$ cat src/rtl/vending_machine_multi.sv
// Multi-product vending controller: per-item price and stock, three coin values,
// capped credit, cancel/refund, and change paid as a train of unit-coin pulses.
module vending_machine_multi #(
  parameter int unsigned                  CREDIT_W    = 8,
  parameter int unsigned                  N_ITEMS     = 4,
  parameter int unsigned                  SEL_W       = 2,
  parameter logic [N_ITEMS*CREDIT_W-1:0]  PRICES      = {8'd10, 8'd25, 8'd20, 8'd15},
  parameter int unsigned                  COIN_A      = 5,
  parameter int unsigned                  COIN_B      = 10,
  parameter int unsigned                  COIN_C      = 25,
  parameter int unsigned                  CHANGE_UNIT = 5,
  parameter int unsigned                  MAX_CREDIT  = 50,
  parameter int unsigned                  STOCK_W     = 4,
  parameter int unsigned                  STOCK_INIT  = 2
) (
  input  logic                clk,
  input  logic                rst,
  input  logic [1:0]          coin,
  input  logic                sel_valid,
  input  logic [SEL_W-1:0]    sel,
  input  logic                cancel,
  output logic                product,
  output logic [SEL_W-1:0]    product_id,
  output logic                change,
  output logic                coin_reject,
  output logic                sold_out,
  output logic                insufficient,
  output logic [CREDIT_W-1:0] credit,
  output logic                busy
);

  typedef enum logic [1:0] {IDLE, CREDIT, VEND, CHANGE} state_t;

  state_t              state_q;
  logic [CREDIT_W-1:0] credit_q;
  logic [STOCK_W-1:0]  stock_q [N_ITEMS];
  logic [SEL_W-1:0]    productId_q;
  logic                product_q;
  logic                change_q;
  logic                reject_q;
  logic                soldOut_q;
  logic                insuff_q;
  logic                busy_q;

  logic [CREDIT_W-1:0] coinVal;
  logic [CREDIT_W:0]   creditSum;
  logic [CREDIT_W-1:0] selPrice;
  logic [STOCK_W-1:0]  selStock;
  logic                selInRange;

  // Decode the coin value and look up price/stock of the selected item.
  always_comb begin
    coinVal    = '0;
    selPrice   = '0;
    selStock   = '0;
    selInRange = 1'b0;
    case (coin)
      2'b01:   coinVal = CREDIT_W'(COIN_A);
      2'b10:   coinVal = CREDIT_W'(COIN_B);
      2'b11:   coinVal = CREDIT_W'(COIN_C);
      default: coinVal = '0;
    endcase
    for (int unsigned i = 0; i < N_ITEMS; i++) begin
      if (sel == SEL_W'(i)) begin
        selInRange = 1'b1;
        selPrice   = PRICES[i*CREDIT_W +: CREDIT_W];
        selStock   = stock_q[i];
      end
    end
  end

  // One extra bit so an over-cap sum is detected instead of wrapping.
  assign creditSum = {1'b0, credit_q} + {1'b0, coinVal};

  always_ff @(posedge clk or posedge rst) begin
    if (rst) begin
      state_q     <= IDLE;
      credit_q    <= '0;
      productId_q <= '0;
      product_q   <= 1'b0;
      change_q    <= 1'b0;
      reject_q    <= 1'b0;
      soldOut_q   <= 1'b0;
      insuff_q    <= 1'b0;
      busy_q      <= 1'b0;
      for (int unsigned i = 0; i < N_ITEMS; i++) begin
        stock_q[i] <= STOCK_W'(STOCK_INIT);
      end
    end else begin
      product_q <= 1'b0;
      change_q  <= 1'b0;
      reject_q  <= 1'b0;
      soldOut_q <= 1'b0;
      insuff_q  <= 1'b0;
      busy_q    <= 1'b0;
      case (state_q)
        IDLE: begin
          if (coin != 2'b00) begin
            credit_q <= coinVal;
            state_q  <= CREDIT;
          end else if (sel_valid) begin
            insuff_q <= 1'b1;
          end
        end
        CREDIT: begin
          if (cancel) begin
            state_q  <= CHANGE;
            change_q <= 1'b1;
            busy_q   <= 1'b1;
          end else if (coin != 2'b00) begin
            if (creditSum <= (CREDIT_W+1)'(MAX_CREDIT)) begin
              credit_q <= creditSum[CREDIT_W-1:0];
            end else begin
              reject_q <= 1'b1;
            end
          end else if (sel_valid && selInRange) begin
            if (selStock == '0) begin
              soldOut_q <= 1'b1;
            end else if (credit_q < selPrice) begin
              insuff_q <= 1'b1;
            end else begin
              credit_q    <= credit_q - selPrice;
              productId_q <= sel;
              product_q   <= 1'b1;
              busy_q      <= 1'b1;
              state_q     <= VEND;
              for (int unsigned i = 0; i < N_ITEMS; i++) begin
                if (sel == SEL_W'(i)) begin
                  stock_q[i] <= stock_q[i] - STOCK_W'(1);
                end
              end
            end
          end
        end
        VEND: begin
          reject_q <= (coin != 2'b00);
          if (credit_q != '0) begin
            state_q  <= CHANGE;
            change_q <= 1'b1;
            busy_q   <= 1'b1;
          end else begin
            state_q <= IDLE;
          end
        end
        CHANGE: begin
          // The pulse shown this cycle accounts for the unit removed at this edge.
          reject_q <= (coin != 2'b00);
          credit_q <= credit_q - CREDIT_W'(CHANGE_UNIT);
          if (credit_q == CREDIT_W'(CHANGE_UNIT)) begin
            state_q <= IDLE;
          end else begin
            change_q <= 1'b1;
            busy_q   <= 1'b1;
          end
        end
        default: state_q <= IDLE;
      endcase
    end
  end

  assign product      = product_q;
  assign product_id   = productId_q;
  assign change       = change_q;
  assign coin_reject  = reject_q;
  assign sold_out     = soldOut_q;
  assign insufficient = insuff_q;
  assign credit       = credit_q;
  assign busy         = busy_q;

endmodule

$ cat config.mk
export PLATFORM = sky130hd
export DESIGN_NAME = vending_machine_multi
export DESIGN_NICKNAME = d
export VERILOG_FILES = /design/src/rtl/vending_machine_multi.sv
export SDC_FILE = /design/constraint.sdc
export NUM_CORES = 1
export LEC_CHECK = 0
export ABC_CLOCK_PERIOD_IN_PS = 2700
export CORE_ASPECT_RATIO = 0.5
export CORE_MARGIN = 1.5
export CORE_UTILIZATION = 40
export CTS_CLUSTER_SIZE = 12
export DETAILED_ROUTE_END_ITERATION = 10
export PLACE_DENSITY_LB_ADDON = 0.3
export SYNTH_ARGS = -nofsm -noshare
export SYNTH_HDL_FRONTEND = slang
export SYNTH_SLANG_ARGS = --single-unit
$ cat constraint.sdc
create_clock -name clk -period 2.7 [get_ports clk]
set_clock_uncertainty 0.05 [all_clocks]
set_input_delay 0.27 -clock clk [delete_from_list [all_inputs] [get_ports clk]]
set_output_delay 0.27 -clock clk [all_outputs]
set_load 0.01 [all_outputs]
==> impl_metrics.tcl <==
set metrics [dict create \
    grt_antenna_before_repair 0 \
    outcome "finished, violations left" \
    dr_total_vias 2306 \
    drive_above_1_share 0.299 \
    setup_ws_ns -0.000241 \
    worstReg2RegStart "credit[0]" \
    grt_pass1_vias 2311 \
    core_area_mm2 0.00613 \
    nNetsFinal 389 \
    synth-seq-cells 34 \
    leakage_nw 1.62 \
    synth.distinct_cells 62 \
    finalSetupViolations 1 \
    ctsHoldBuffers 0 \
    dpl_cell_area_mm2 0.00330 \
    cpMostUsedCell "o21ai_4" \
    finalCritPeriodShare 1.00 \
    power_density_mw_per_mm2 1100 \
    grtUsageTotal 0.212 \
    hold_class "primary input to async pin" \
    synthToLayoutAreaGrowth_pct 36.6 \
    grt_first_pass_wirelength_um 11200 \
    critPathCaptureType "flip-flop" \
    cap_violations 0 \
    clkSlewWorstSetupHoldPaths_ns 0.05 \
    diodes 0 \
    violations "setup timing" \
    tightest_slew_ns 0.472 \
    syn_nets 308 \
    vdd.ir_drop.worst_v 0.000456 \
    total_power_mw 3.87 \
    cts_sinks 34 \
    path_class "flip-flop to flip-flop" \
    crit_fanout 6 \
    rrSetupSlack_ns -0.0002 \
    fmax_mhz 370 \
    path_cells "ha_4 > fa_2 > a21o_1 > o2bb2ai_2 > xor2_1 > or4_4 > o21ai_4 > o21ai_4 > mux2_4" \
    gp_routability_congestion 0.919 \
    post-place-ws_ns -0.547 \
    critPathLaunch "credit[0]" \
    postRouteAntennaNets 0 \
    relSlewSlack 0.682 \
    required_ns 2.81 \
    netlist_instances 273 \
    critical_path_arrival_ns 2.81 \
    tns_ns -0.000241 \
    yosysWarnings 0 \
    final_area_mm2 0.00352 \
    avgSynthCellArea_um2 9.44 \
    slowest_stage "or4_4" \
    cp_num_buf_inv 0 \
    yosys-top-cells-area "dfrtp_1, ha_1, xnor2_1, dfstp_2, nand2_1" \
    cpLargestDelayFamily "compound AO/OA/AOI/OAI gates" \
    dieArea_mm2 0.00696 \
    critPathLaunchType "flip-flop" \
    max_stage_delay_ns 0.50 \
    cts_root_buffer "clkbuf_16" \
    ys_seq_area_frac 0.332 \
    die_w_um 116 \
    first_pass_iters 5 \
    portBuffers 23 \
    start_util 0.420 \
    ioPinCount 24 \
    vias_per_cell 5.21 \
    route.detailed.drc 0 \
    overflow 0 \
    cts_max_level 2 \
    synth_edf_count 0 \
    cts-buffers-inserted 5 \
    routedWlPerCell_um 15.3 \
    rows 20 \
    async_flop_share 1.00 \
    routed_wl_um 6780 \
    clk_path_buf_depth 2 \
    slew_violations 0 \
    yosys_most_used_dff "dfrtp_1" \
    rsz0062_at_grt "true" \
    synth_top_area_cell "dfrtp_1" \
    cts_tree "yes" \
    hold_viol 0 \
    period_minus_slack_ns 2.70 \
    die_h_um 59.7 \
    syn-cell-area_mm2 0.00258 \
    insertion_delay_ns 0.28 \
    place_hpwl_um 5150 \
    synth_top_area_frac 0.291 \
    grt_max_degree 35 \
    drtIter0Drc 202 \
]
[flip-flops by register name, indices dropped and copies added, names as in the netlist]
register and count:
coin_reject 1, stock_q 16, sold_out 1, insufficient 1, credit 8, product 1
busy 1, product_id 2, state_q 2, change 1
[path summary, 6_finish.rpt]
check                           cells after the start           to
max in group asynchronous                           3  stock_q[13]
min in group clk                                    1  stock_q[15]
worst min-delay path                                3   stock_q[0]
worst max-delay path                                9    credit[0]
worst max register to register                      9    credit[0]
worst min register to register                      1  stock_q[15]
[layer usage]
metal | GRT usage | routed length, um
met3 | 0.0507 | 327
met4 | 0.0348 | 74
met5 | 0 | 0
met2 | 0.362 | 3140
met1 | 0.282 | 3240
[area by class of cell]
type	instances	area, um2
clock buffer	6	129
sequential	34	857
tap	88	110
inverter	22	82.6
multi-input combinational	208	1660
fill	537	2610
timing repair buffer	83	676
clock inverter	2	10.0
[layout by cell type (no fill, tap or decap), types with 3 or more instances in the layout]
cell / count
buf_4: 60
dfrtp_1: 29
nand2_1: 25
ha_1: 23
inv_1: 21
clkdlybuf4s50_1: 19
xnor2_1: 16
o21ai_0: 14
nand3_1: 11
a21oi_1: 11
nor2_1: 10
a21o_1: 6
nor4_1: 5
xor2_1: 5
nor2b_1: 5
clkbuf_16: 5
o21ai_1: 4
dlygate4sd2_1: 4
dfstp_2: 4
nand2b_1: 3
mux2_4: 3
a31oi_1: 3
[stage by stage]
step | hold slack [ns] | cells | util
after floorplan | 0.359 | 273 | -
after global placement | 0.407 | 432 | 0.538
after detailed placement | 0.411 | 432 | 0.538
after CTS | 0.353 | 443 | 0.572
after global routing | 0.396 | 443 | 0.574
final | 0.337 | 443 | 0.574
[repair_timing]
item                       4_1_cts  5_1_grt
setup endpoints to repair       27       17
setup buffers                    3        0
pin swaps                        8        3
gates resized for setup         17        7
[cells in the mapped netlist (all sizes together) (3+ instances only)]
| cell type | number |
|---|---|
| nand3 | 11 |
| inv | 22 |
| nor2b | 7 |
| nor3 | 3 |
| dfrtp | 30 |
| o21ai | 20 |
| and3 | 3 |
| a31oi | 3 |
| a21oi | 12 |
| nor4 | 7 |
| clkbuf | 5 |
| buf | 3 |
| xor2 | 5 |
| mux2 | 5 |
| dfstp | 4 |
| a21o | 6 |
| nand2 | 26 |
| nor3b | 3 |
| nand2b | 4 |
| xnor2 | 16 |
| nor2 | 12 |
| ha | 25 |
[where the power goes]
group | switching, mW | internal (mW)
Clock | 0.216 | 0.339
Sequential | 0.137 | 0.647
Combinational | 1.20 | 1.33
[kinds of logic after synthesis]
logic type / count (synthesis) / share of synthesized area
AO/OA/AOI/OAI: 65 / 0.184
adder cells (fa/ha/maj): 27 / 0.137
flip-flops: 34 / 0.332
multiplexers: 7 / 0.0340
XOR/XNOR: 21 / 0.0714
AND/OR/NAND/NOR: 88 / 0.185
buffers and inverters: 31 / 0.0573
[tightest hold or removal path: cells and delay by family]
kind / cells / cell delay (ns)
buffers and inverters: 3 / 0.82
No activity file was read; power rests on OpenSTA's default activity.
